===== config.mk =====
export PLATFORM = sky130hd
export DESIGN_NAME = biriscv_icache_resp_flat
export DESIGN_NICKNAME = d
export VERILOG_FILES = /design/src/rtl/biriscv_icache_resp_if.sv /design/src/rtl/biriscv_icache_resp.sv /design/src/flat_wrapper.sv
export SDC_FILE = /design/constraint.sdc
export NUM_CORES = 1
export LEC_CHECK = 0
export ABC_AREA = 1
export BUFFER_PORTS_ARGS = -buffer_cell sky130_fd_sc_hd__buf_2
export CORE_ASPECT_RATIO = 0.8
export CORE_MARGIN = 2
export CORE_UTILIZATION = 61
export CTS_CLUSTER_SIZE = 30
export DETAILED_ROUTE_END_ITERATION = 8
export PLACE_DENSITY = 0.86
export SKIP_CTS_REPAIR_TIMING = 1
export SYNTH_ARGS = -nofsm -noshare
export SYNTH_HDL_FRONTEND = slang
export SYNTH_SLANG_ARGS = --single-unit

===== constraint.sdc =====
create_clock -name clk_i -period 4.3 [get_ports clk_i]
set_clock_uncertainty 0.05 [all_clocks]
set_input_delay 0.215 -clock clk_i [delete_from_list [all_inputs] [get_ports clk_i]]
set_output_delay 0.215 -clock clk_i [all_outputs]
set_load 0.01 [all_outputs]

===== src/rtl/biriscv_icache_resp_if.sv =====
`default_nettype none
// ============================================================================
//  Module   : biriscv_icache_resp_if
//  Brief    : Fetch-request and instruction-memory signal bundle for the
//             biriscv_icache_resp fetch responder.
//  Revision : 1.0  initial release
// ============================================================================
interface biriscv_icache_resp_if;
    // Fetch request side
    logic        req_rd_i;
    logic        req_flush_i;
    logic        req_invalidate_i;
    logic [31:0] req_pc_i;
    logic [1:0]  req_priv_i;
    logic        req_accept_o;
    logic        req_valid_o;
    logic        req_error_o;
    logic        req_page_fault_o;
    logic [63:0] req_inst_o;

    // 32-bit instruction memory side
    logic        mem_rd_o;
    logic [31:0] mem_addr_o;
    logic        mem_accept_i;
    logic        mem_valid_i;
    logic [31:0] mem_data_i;
    logic        mem_error_i;

    // Environment view: fetch unit plus memory
    modport master (
        output req_rd_i, req_flush_i, req_invalidate_i, req_pc_i, req_priv_i,
        input  req_accept_o, req_valid_o, req_error_o, req_page_fault_o, req_inst_o,
        input  mem_rd_o, mem_addr_o,
        output mem_accept_i, mem_valid_i, mem_data_i, mem_error_i
    );

    // Responder view
    modport slave (
        input  req_rd_i, req_flush_i, req_invalidate_i, req_pc_i, req_priv_i,
        output req_accept_o, req_valid_o, req_error_o, req_page_fault_o, req_inst_o,
        output mem_rd_o, mem_addr_o,
        input  mem_accept_i, mem_valid_i, mem_data_i, mem_error_i
    );
endinterface
`default_nettype wire


===== src/rtl/biriscv_icache_resp.sv =====
`default_nettype none
// ============================================================================
//  Module   : biriscv_icache_resp
//  Brief    : Blocking 64-bit fetch responder with a one-line fetch buffer,
//             served by two reads on a 32-bit single-outstanding memory port.
//  Revision : 1.0  initial release
// ============================================================================
module biriscv_icache_resp #(
    parameter logic [31:0] MEM_BASE   = 32'h0000_0000,
    parameter int          MEM_SIZE_W = 16
) (
    input wire                   clk_i,
    input wire                   rst_n,
    biriscv_icache_resp_if.slave bus
);

    typedef enum logic [2:0] {
        ST_IDLE    = 3'd0,
        ST_LO_ADDR = 3'd1,
        ST_LO_DATA = 3'd2,
        ST_HI_ADDR = 3'd3,
        ST_HI_DATA = 3'd4
    } state_t;

    state_t      r_state;
    state_t      w_state_next;

    logic [28:0] r_line;
    logic [31:0] r_lo_word;
    logic        r_no_fill;

    logic        r_buf_valid;
    logic [28:0] r_buf_tag;
    logic [63:0] r_buf_data;

    logic        r_resp_valid;
    logic        r_resp_error;
    logic [63:0] r_resp_inst;

    logic        w_resp_valid;
    logic        w_resp_error;
    logic [63:0] w_resp_inst;
    logic        w_mem_rd;
    logic [31:0] w_mem_addr;

    logic        w_clear;
    logic [32:0] w_pc_offset;
    logic        w_in_range;
    logic        w_take;
    logic        w_hit;
    logic        w_fill;
    logic        w_unused_bits;

    assign w_clear     = bus.req_flush_i | bus.req_invalidate_i;
    // Offset is computed one bit wider so a pc below MEM_BASE wraps into bit 32
    assign w_pc_offset = {1'b0, bus.req_pc_i} - {1'b0, MEM_BASE};
    assign w_in_range  = ((w_pc_offset >> MEM_SIZE_W) == 33'd0);
    assign w_take      = bus.req_rd_i && (r_state == ST_IDLE);
    assign w_hit       = r_buf_valid && (r_buf_tag == bus.req_pc_i[31:3]) && !w_clear;
    assign w_fill      = (r_state == ST_HI_DATA) && bus.mem_valid_i && !bus.mem_error_i
                         && !r_no_fill && !w_clear;

    // Privilege and the sub-line pc bits have no effect on a fetch
    assign w_unused_bits = ^{bus.req_priv_i, bus.req_pc_i[2:0]};

    always_ff @(posedge clk_i or negedge rst_n) begin
        if (!rst_n) begin
            r_state <= ST_IDLE;
        end else begin
            r_state <= w_state_next;
        end
    end

    always_comb begin
        w_state_next = r_state;
        w_mem_rd     = 1'b0;
        w_mem_addr   = 32'h0000_0000;
        w_resp_valid = 1'b0;
        w_resp_error = 1'b0;
        w_resp_inst  = r_resp_inst;
        unique case (r_state)
            ST_IDLE: begin
                if (bus.req_rd_i) begin
                    if (!w_in_range) begin
                        w_resp_valid = 1'b1;
                        w_resp_error = 1'b1;
                        w_resp_inst  = 64'd0;
                    end else if (w_hit) begin
                        w_resp_valid = 1'b1;
                        w_resp_inst  = r_buf_data;
                    end else begin
                        w_state_next = ST_LO_ADDR;
                    end
                end
            end
            ST_LO_ADDR: begin
                w_mem_rd   = 1'b1;
                w_mem_addr = {r_line, 3'b000};
                if (bus.mem_accept_i) begin
                    w_state_next = ST_LO_DATA;
                end
            end
            ST_LO_DATA: begin
                if (bus.mem_valid_i) begin
                    if (bus.mem_error_i) begin
                        w_resp_valid = 1'b1;
                        w_resp_error = 1'b1;
                        w_resp_inst  = 64'd0;
                        w_state_next = ST_IDLE;
                    end else begin
                        w_state_next = ST_HI_ADDR;
                    end
                end
            end
            ST_HI_ADDR: begin
                w_mem_rd   = 1'b1;
                w_mem_addr = {r_line, 3'b100};
                if (bus.mem_accept_i) begin
                    w_state_next = ST_HI_DATA;
                end
            end
            ST_HI_DATA: begin
                if (bus.mem_valid_i) begin
                    w_resp_valid = 1'b1;
                    w_resp_error = bus.mem_error_i;
                    w_resp_inst  = {bus.mem_data_i, r_lo_word};
                    w_state_next = ST_IDLE;
                end
            end
            default: begin
                w_state_next = ST_IDLE;
            end
        endcase
    end

    always_ff @(posedge clk_i or negedge rst_n) begin
        if (!rst_n) begin
            r_resp_valid <= 1'b0;
            r_resp_error <= 1'b0;
            r_resp_inst  <= 64'd0;
            r_line       <= 29'd0;
            r_lo_word    <= 32'd0;
            r_no_fill    <= 1'b0;
            r_buf_valid  <= 1'b0;
            r_buf_tag    <= 29'd0;
            r_buf_data   <= 64'd0;
        end else begin
            r_resp_valid <= w_resp_valid;
            r_resp_error <= w_resp_error;
            r_resp_inst  <= w_resp_inst;

            if (w_take) begin
                r_line <= bus.req_pc_i[31:3];
            end
            if ((r_state == ST_LO_DATA) && bus.mem_valid_i) begin
                r_lo_word <= bus.mem_data_i;
            end

            // A flush seen while a miss is in flight makes its data stale for the buffer
            if (w_take) begin
                r_no_fill <= 1'b0;
            end else if (w_clear && (r_state != ST_IDLE)) begin
                r_no_fill <= 1'b1;
            end

            if (w_clear) begin
                r_buf_valid <= 1'b0;
            end else if (w_fill) begin
                r_buf_valid <= 1'b1;
            end
            if (w_fill) begin
                r_buf_tag  <= r_line;
                r_buf_data <= {bus.mem_data_i, r_lo_word};
            end
        end
    end

    assign bus.req_accept_o     = (r_state == ST_IDLE);
    assign bus.req_valid_o      = r_resp_valid;
    assign bus.req_error_o      = r_resp_error;
    assign bus.req_page_fault_o = 1'b0;
    assign bus.req_inst_o       = r_resp_inst;
    assign bus.mem_rd_o         = w_mem_rd;
    assign bus.mem_addr_o       = w_mem_addr;

endmodule
`default_nettype wire

===== src/flat_wrapper.sv =====
// flat-port wrapper written by rule: the top's interface ports become plain ports
module biriscv_icache_resp_flat 
#(
    parameter logic [31:0] MEM_BASE   = 32'h0000_0000,
    parameter int          MEM_SIZE_W = 16
)
  (clk_i, rst_n, bus_req_rd_i, bus_req_flush_i, bus_req_invalidate_i, bus_req_pc_i, bus_req_priv_i, bus_req_accept_o, bus_req_valid_o, bus_req_error_o, bus_req_page_fault_o, bus_req_inst_o, bus_mem_rd_o, bus_mem_addr_o, bus_mem_accept_i, bus_mem_valid_i, bus_mem_data_i, bus_mem_error_i);
  biriscv_icache_resp_if bus_i ();
  input wire clk_i;
  input wire rst_n;
  input wire logic [$bits(bus_i.req_rd_i)-1:0] bus_req_rd_i;
  input wire logic [$bits(bus_i.req_flush_i)-1:0] bus_req_flush_i;
  input wire logic [$bits(bus_i.req_invalidate_i)-1:0] bus_req_invalidate_i;
  input wire logic [$bits(bus_i.req_pc_i)-1:0] bus_req_pc_i;
  input wire logic [$bits(bus_i.req_priv_i)-1:0] bus_req_priv_i;
  output wire logic [$bits(bus_i.req_accept_o)-1:0] bus_req_accept_o;
  output wire logic [$bits(bus_i.req_valid_o)-1:0] bus_req_valid_o;
  output wire logic [$bits(bus_i.req_error_o)-1:0] bus_req_error_o;
  output wire logic [$bits(bus_i.req_page_fault_o)-1:0] bus_req_page_fault_o;
  output wire logic [$bits(bus_i.req_inst_o)-1:0] bus_req_inst_o;
  output wire logic [$bits(bus_i.mem_rd_o)-1:0] bus_mem_rd_o;
  output wire logic [$bits(bus_i.mem_addr_o)-1:0] bus_mem_addr_o;
  input wire logic [$bits(bus_i.mem_accept_i)-1:0] bus_mem_accept_i;
  input wire logic [$bits(bus_i.mem_valid_i)-1:0] bus_mem_valid_i;
  input wire logic [$bits(bus_i.mem_data_i)-1:0] bus_mem_data_i;
  input wire logic [$bits(bus_i.mem_error_i)-1:0] bus_mem_error_i;
  assign bus_i.req_rd_i = bus_req_rd_i;
  assign bus_i.req_flush_i = bus_req_flush_i;
  assign bus_i.req_invalidate_i = bus_req_invalidate_i;
  assign bus_i.req_pc_i = bus_req_pc_i;
  assign bus_i.req_priv_i = bus_req_priv_i;
  assign bus_req_accept_o = bus_i.req_accept_o;
  assign bus_req_valid_o = bus_i.req_valid_o;
  assign bus_req_error_o = bus_i.req_error_o;
  assign bus_req_page_fault_o = bus_i.req_page_fault_o;
  assign bus_req_inst_o = bus_i.req_inst_o;
  assign bus_mem_rd_o = bus_i.mem_rd_o;
  assign bus_mem_addr_o = bus_i.mem_addr_o;
  assign bus_i.mem_accept_i = bus_mem_accept_i;
  assign bus_i.mem_valid_i = bus_mem_valid_i;
  assign bus_i.mem_data_i = bus_mem_data_i;
  assign bus_i.mem_error_i = bus_mem_error_i;
  biriscv_icache_resp #(.MEM_BASE(MEM_BASE), .MEM_SIZE_W(MEM_SIZE_W)) u_core (.clk_i(clk_i), .rst_n(rst_n), .bus(bus_i));
endmodule

# Word level (Yosys, flattened, before mapping)
# Index checks and enable logic that the tools add are counted.
classes:
  eq_ne: 14
  muxes: 33
  bitwise: 1
  reduce_logical: 21
op_table:
  columns: ["cell", "n"]
  rows:
  - ["$mux W64", 6]
  - ["$pmux W64 S3", 1]
  - ["$pmux W32 S2", 1]
  - ["$logic_not A33 Y1", 1]
  - ["$eq A29 B29 Y1", 1]
  - ["$mux W3", 7]
  - ["$pmux W3 S5", 1]
  - ["$mux W1", 14]
  - ["$ne A2 B2 Y1 const B", 7]
  - ["$logic_and A1 B1 Y1", 9]
  - ["$reduce_and A7 Y1", 1]
  - ["$eq A3 B2 Y1 const B", 2]
  - ["$pmux W1 S3", 2]
  - ["$reduce_and A6 Y1", 1]
  - ["$reduce_bool A3 Y1", 2]
  - ["$reduce_bool A2 Y1", 2]
  - ["$eq A3 B1 Y1 const B", 1]
  - ["$eq A3 B3 Y1 const B", 1]
  - ["$logic_not A1 Y1", 3]
  - ["$logic_not A3 Y1", 1]
  - ["$ne A3 B3 Y1 const B", 1]
  - ["$mux W2", 1]
  - ["$ne A2 B1 Y1 const B", 1]
  - ["$reduce_or A2 Y1", 1]
  - ["$or A1 B1 Y1", 1]
word_totals:
  reg_bits: 225
  out_inout_bits: 101
  elab_cells: 79

# Logic depth before layout (Yosys ltp)
depth:
  ltp_word: 7
  depth_mapped: 15
  mapped_depth_nobuf: 14

# Worst setup path after synthesis
# OpenSTA, ideal clock, no wires.
synth_path:
  path_kind: "register to register"
  start: "register u_core.r_state[0]"
  end: "register u_core.r_resp_inst[0], in the netlist u_core.bus.req_inst_o[0]"
  setup_ns: 0.117
  t_arrival_ns: 1.569
  required_ns: 4.133
  setup_slack_ns: 2.564
  path_stages_with_launch: 11
  period_less_slack_ns: 1.736
  path_cell_list: "dfrtp_1 inv_1 nand2_1 nor2_1 inv_2 o22ai_1 a211oi_2 buf_2 buf_4 nand3_1 nand2_1"
synth_via:
  elab_chain_len: 3
  elab_cells_between_ends: 11
synth_lines:
  columns: ["item", "line_no", "source"]
  rows:
  - ["from (decl)", "biriscv_icache_resp.sv:25", "state_t r_state;"]
  - ["from (signal assigned)", "biriscv_icache_resp.sv:70", "r_state <= w_state_next;"]
  - ["$logic_not A3 Y1 *", null, null]
  - ["named net bus_req_accept_o", "flat_wrapper.sv:16", "output wire logic [$bits(bus_i.req_accept_o)-1:0] bus_req_accept_o;"]
  - ["$ne A3 B3 Y1 (no source line) (tied with other cells)", null, null]
  - ["$reduce_and A6 Y1 (no source line)", null, null]
  - ["to (signal assigned)", "biriscv_icache_resp.sv:150", "r_resp_inst <= w_resp_inst;"]
  - ["to (decl)", "biriscv_icache_resp.sv:38", "logic [63:0] r_resp_inst;"]
# Mark *: on every way through the listed nets, which the timed path passes. The rest lies on a longest branch.
# A chain may end at the register's enable or synchronous reset.

# Final worst setup path
layout_path:
  start: "register u_core.r_state[1]"
  end: "register u_core.r_resp_inst[53], in the netlist u_core.bus.req_inst_o[53]"
layout_via:
  elab_chain_len: 3
  elab_cells_between_ends: 11
layout_lines:
  columns: ["item", "line_no", "source"]
  rows:
  - ["$eq A3 B2 Y1 (tied with other cells)", "biriscv_icache_resp.sv:81", "unique case (r_state)"]
  - ["$ne A2 B2 Y1 (no source line) (tied with other cells)", null, null]
  - ["$reduce_and A6 Y1 (no source line)", null, null]
# Parallel ways exist; a longest one is shown, timed or not.

==> reports/metrics.cfg <==
[status]
status = finished with violations
failed_checks = hold timing

[die]
die_h_um = 119
num_io_pins = 175
core_area_um2 = 16400
die_w_um = 148
initial_core_util_pct = 61.9
rows = 42
die_area_um2 = 17700

[yosys]
synthArstFlopShare_pct = 100
seq_area_frac_synth_pct = 55.5
ys_types = 24
yosys_warnings = 0
synth-main-ff-cell = dfrtp_1
synthCells = 1257
synth_area_per_cell_um2 = 8.07
synth-edff-count = 0
ys_ff_latch = 225
netlist_area_um2 = 10100

[cts]
cts.path.max_buffers = 3
cts_root_buf = clkbuf_16
cts_tree = done
clk_latency_ps = 500
numCtsBuffers = 22
cts_sinks = 225
path_clk_slew_ps = 60
cts_max_level = 1

[cells_and_area]
finish.utilization_pct = 74.1
finalNonFillerCells = 1654
nets = 1494
nFillCells = 1162
layout-drive-gt1-share_pct = 15.8
area.growth.synth_to_final_pct = 19.8

[timing]
finalHoldViolations = 14
finalSetupViolations = 0
worst_pin_slew_ps = 1180
post-route-period-util_pct = 77.0
maxSlewViolCount = 0
max_freq_ghz = 0.302
min_period_ps = 3310
setup_tns_ps = 0
relSlewSlack_pct = 21.4
rsz0062_at_grt = false
finalWorstSetupSlack_ps = 990
holdWs_ps = -29.9

[hold_path]
min_path_type = input pin to register
min_to = u_core.r_line[23]$_DFFE_PN0P_
worstHoldStart = bus_req_pc_i[26]
whs_path_depth = 3

[global_route]
grt_pass1_vias = 8440
antenna_found_initial = 2
grt_usage_pct = 29.3
grt_overflow = 0
grt_pass1_wl_um = 41900
grt_start_max_net_pins = 131

[setup_path]
reg2regPathDepth = 8
slowest_stage = nand2_2
cp.arrival_ps = 3690
crit_path_frequent_cell = nand3_1
endpoint_kind = register
r2r_start = u_core.r_state[1]$_DFFE_PN0P_
r2r_slack_ps = 990
start_kind = register
r2r_end = u_core.bus.req_inst_o[53]$_DFFE_PN0P_
max_stage_delay_ps = 680
crit_chain = inv_2 > nand3_1 > nand2_2 > clkinv_2 > a211oi_4 > buf_4 > nand3_1 > nand2_1
worstPathRequired_ps = 4680
worstPathMaxFanout = 64
crit_type = register to register

[place]
dp.cells = 1577
portBuffers = 166
gp_congestion = 0.880
dp_slack_ps = 1130
hpwl_um = 16600

[detailed_routing]
wirelength_um = 26800
first_pass_iters = 6
wl_per_cell_um = 16.2
first_iter_violations = 995
antenna_left = 0
drc = 0
vias_per_cell = 5.54
vias = 9162

[job]
max_cap_viol_count = 0

[pwr]
powerDensity_nw_per_um2 = 522
ir_worst_vdd_mv = 0.385
power_leakage_nw = 6.55

-- cells in the final DEF, fill, tap and decap left out, drive strengths merged --
| cell type | Yosys | final |
|---|---|---|
| dlygate4sd3 | 0 | 39 |
| nand4 | 2 | 2 |
| diode | 0 | 1 |
| o31ai | 20 | 20 |
| nand3 | 117 | 117 |
| xnor2 | 8 | 8 |
| o22ai | 1 | 1 |
| bufinv | 0 | 1 |
| conb | 1 | 3 |
| nand2 | 375 | 375 |
| a211oi | 1 | 1 |
| a21oi | 9 | 9 |
| o21ai | 195 | 195 |
| xor2 | 2 | 2 |
| dfrtp | 225 | 225 |
| nor2 | 67 | 67 |
| inv | 152 | 152 |
| clkbuf | 45 | 32 |
| a32o | 1 | 1 |
| or2 | 1 | 1 |
| buf | 34 | 177 |
| clkinv | 1 | 5 |
-- sequential cells by signal (all words and copies together) (netlist names) --
name,count
u_core.bus.req_valid_o,1
u_core.r_no_fill,1
u_core.r_state,3
u_core.r_line,29
u_core.bus.req_inst_o,64
u_core.r_buf_data,64
u_core.bus.req_error_o,1
u_core.r_buf_valid,1
u_core.r_buf_tag,29
u_core.r_lo_word,32
-- power breakdown --
group	total (mW)	switching [mW]	internal (mW)
combinational	1.66	1.19	0.467
sequential	2.76	0.228	2.53
clock	1.92	0.774	1.15
total	6.34	2.20	4.14
-- cell type report --
cell class | instances | area, um2 | share of cell area (%)
multi-input cells | 802 | 3600 | 29.6
well taps | 220 | 275 | 2.27
clock inverters | 5 | 50.0 | 0.412
inverters | 153 | 576 | 4.74
diodes | 1 | 2.50 | 0.0206
clock buffers | 32 | 679 | 5.59
flip-flops and latches | 225 | 5630 | 46.3
repair buffers | 216 | 1340 | 11.0
-- metal layers --
layer,track usage [%],wire (um),vias to the layer above
li1,-,-,4272
met1,42.5,11200,4312
met5,0,13,-
met3,6.97,2540,81
met4,9.05,811,2
met2,44.3,12200,495
-- critical path: cells and delay by family, from the launching register on --
| family | cells | cell delay (ps) |
|---|---|---|
| AND/OR/NAND/NOR | 4 | 1500 |
| buffers and inverters | 3 | 900 |
| flip-flops | 1 | 450 |
| AO/OA/AOI/OAI | 1 | 320 |
-- how the worst max path moves through the flow --
stage / from / endpoint / slack [ps] / cells past startpoint
finish: u_core.r_state[1]$_DFFE_PN0P_ / u_core.bus.req_inst_o[53]$_DFFE_PN0P_ / 990 / 8
global route: u_core.r_state[1]$_DFFE_PN0P_ / u_core.bus.req_inst_o[53]$_DFFE_PN0P_ / 800 / 8
CTS: u_core.r_state[1]$_DFFE_PN0P_ / u_core.bus.req_inst_o[53]$_DFFE_PN0P_ / 1100 / 8
detailed placement: u_core.r_state[1]$_DFFE_PN0P_ / u_core.bus.req_inst_o[53]$_DFFE_PN0P_ / 1130 / 8
global placement: u_core.r_state[1]$_DFFE_PN0P_ / u_core.bus.req_inst_o[43]$_DFFE_PN0P_ / 1300 / 8
floorplan: u_core.r_state[0]$_DFFE_PN0P_ / u_core.bus.req_inst_o[0]$_DFFE_PN0P_ / 2560 / 10
-- cells by family (layout without fill, tap and decap cells) --
logic type / count (synthesis) / count (layout) / synth area share, %
buffers and inverters: 232 / 406 / 9.43
flip-flops: 225 / 225 / 55.5
other: 1 / 4 / 0.0370
AND/OR/NAND/NOR: 562 / 562 / 22.4
XOR/XNOR: 10 / 10 / 0.863
AO/OA/AOI/OAI: 227 / 227 / 11.8
-- metrics by stage --
stage | total power, mW | instance area [um2]
floorplan | 3.84 | 10200
global placement | 4.28 | 11000
detailed placement | 4.35 | 11000
CTS | 6.30 | 11800
global route | 6.68 | 12100
finish | 6.34 | 12200
-- synthesized netlist by cell type (5+ instances only) --
master | count | area share (%)
a21oi_1 | 9 | 0.44
buf_2 | 17 | 0.84
buf_4 | 17 | 1.3
clkbuf_1 | 45 | 1.7
dfrtp_1 | 225 | 55
inv_1 | 147 | 5.4
inv_2 | 5 | 0.18
nand2_1 | 374 | 14
nand3_1 | 117 | 5.8
nor2_1 | 66 | 2.4
o21ai_0 | 194 | 9.6
o31ai_1 | 20 | 1.5
xnor2_1 | 8 | 0.69
Note: power is estimated with default switching activity, not from simulation.
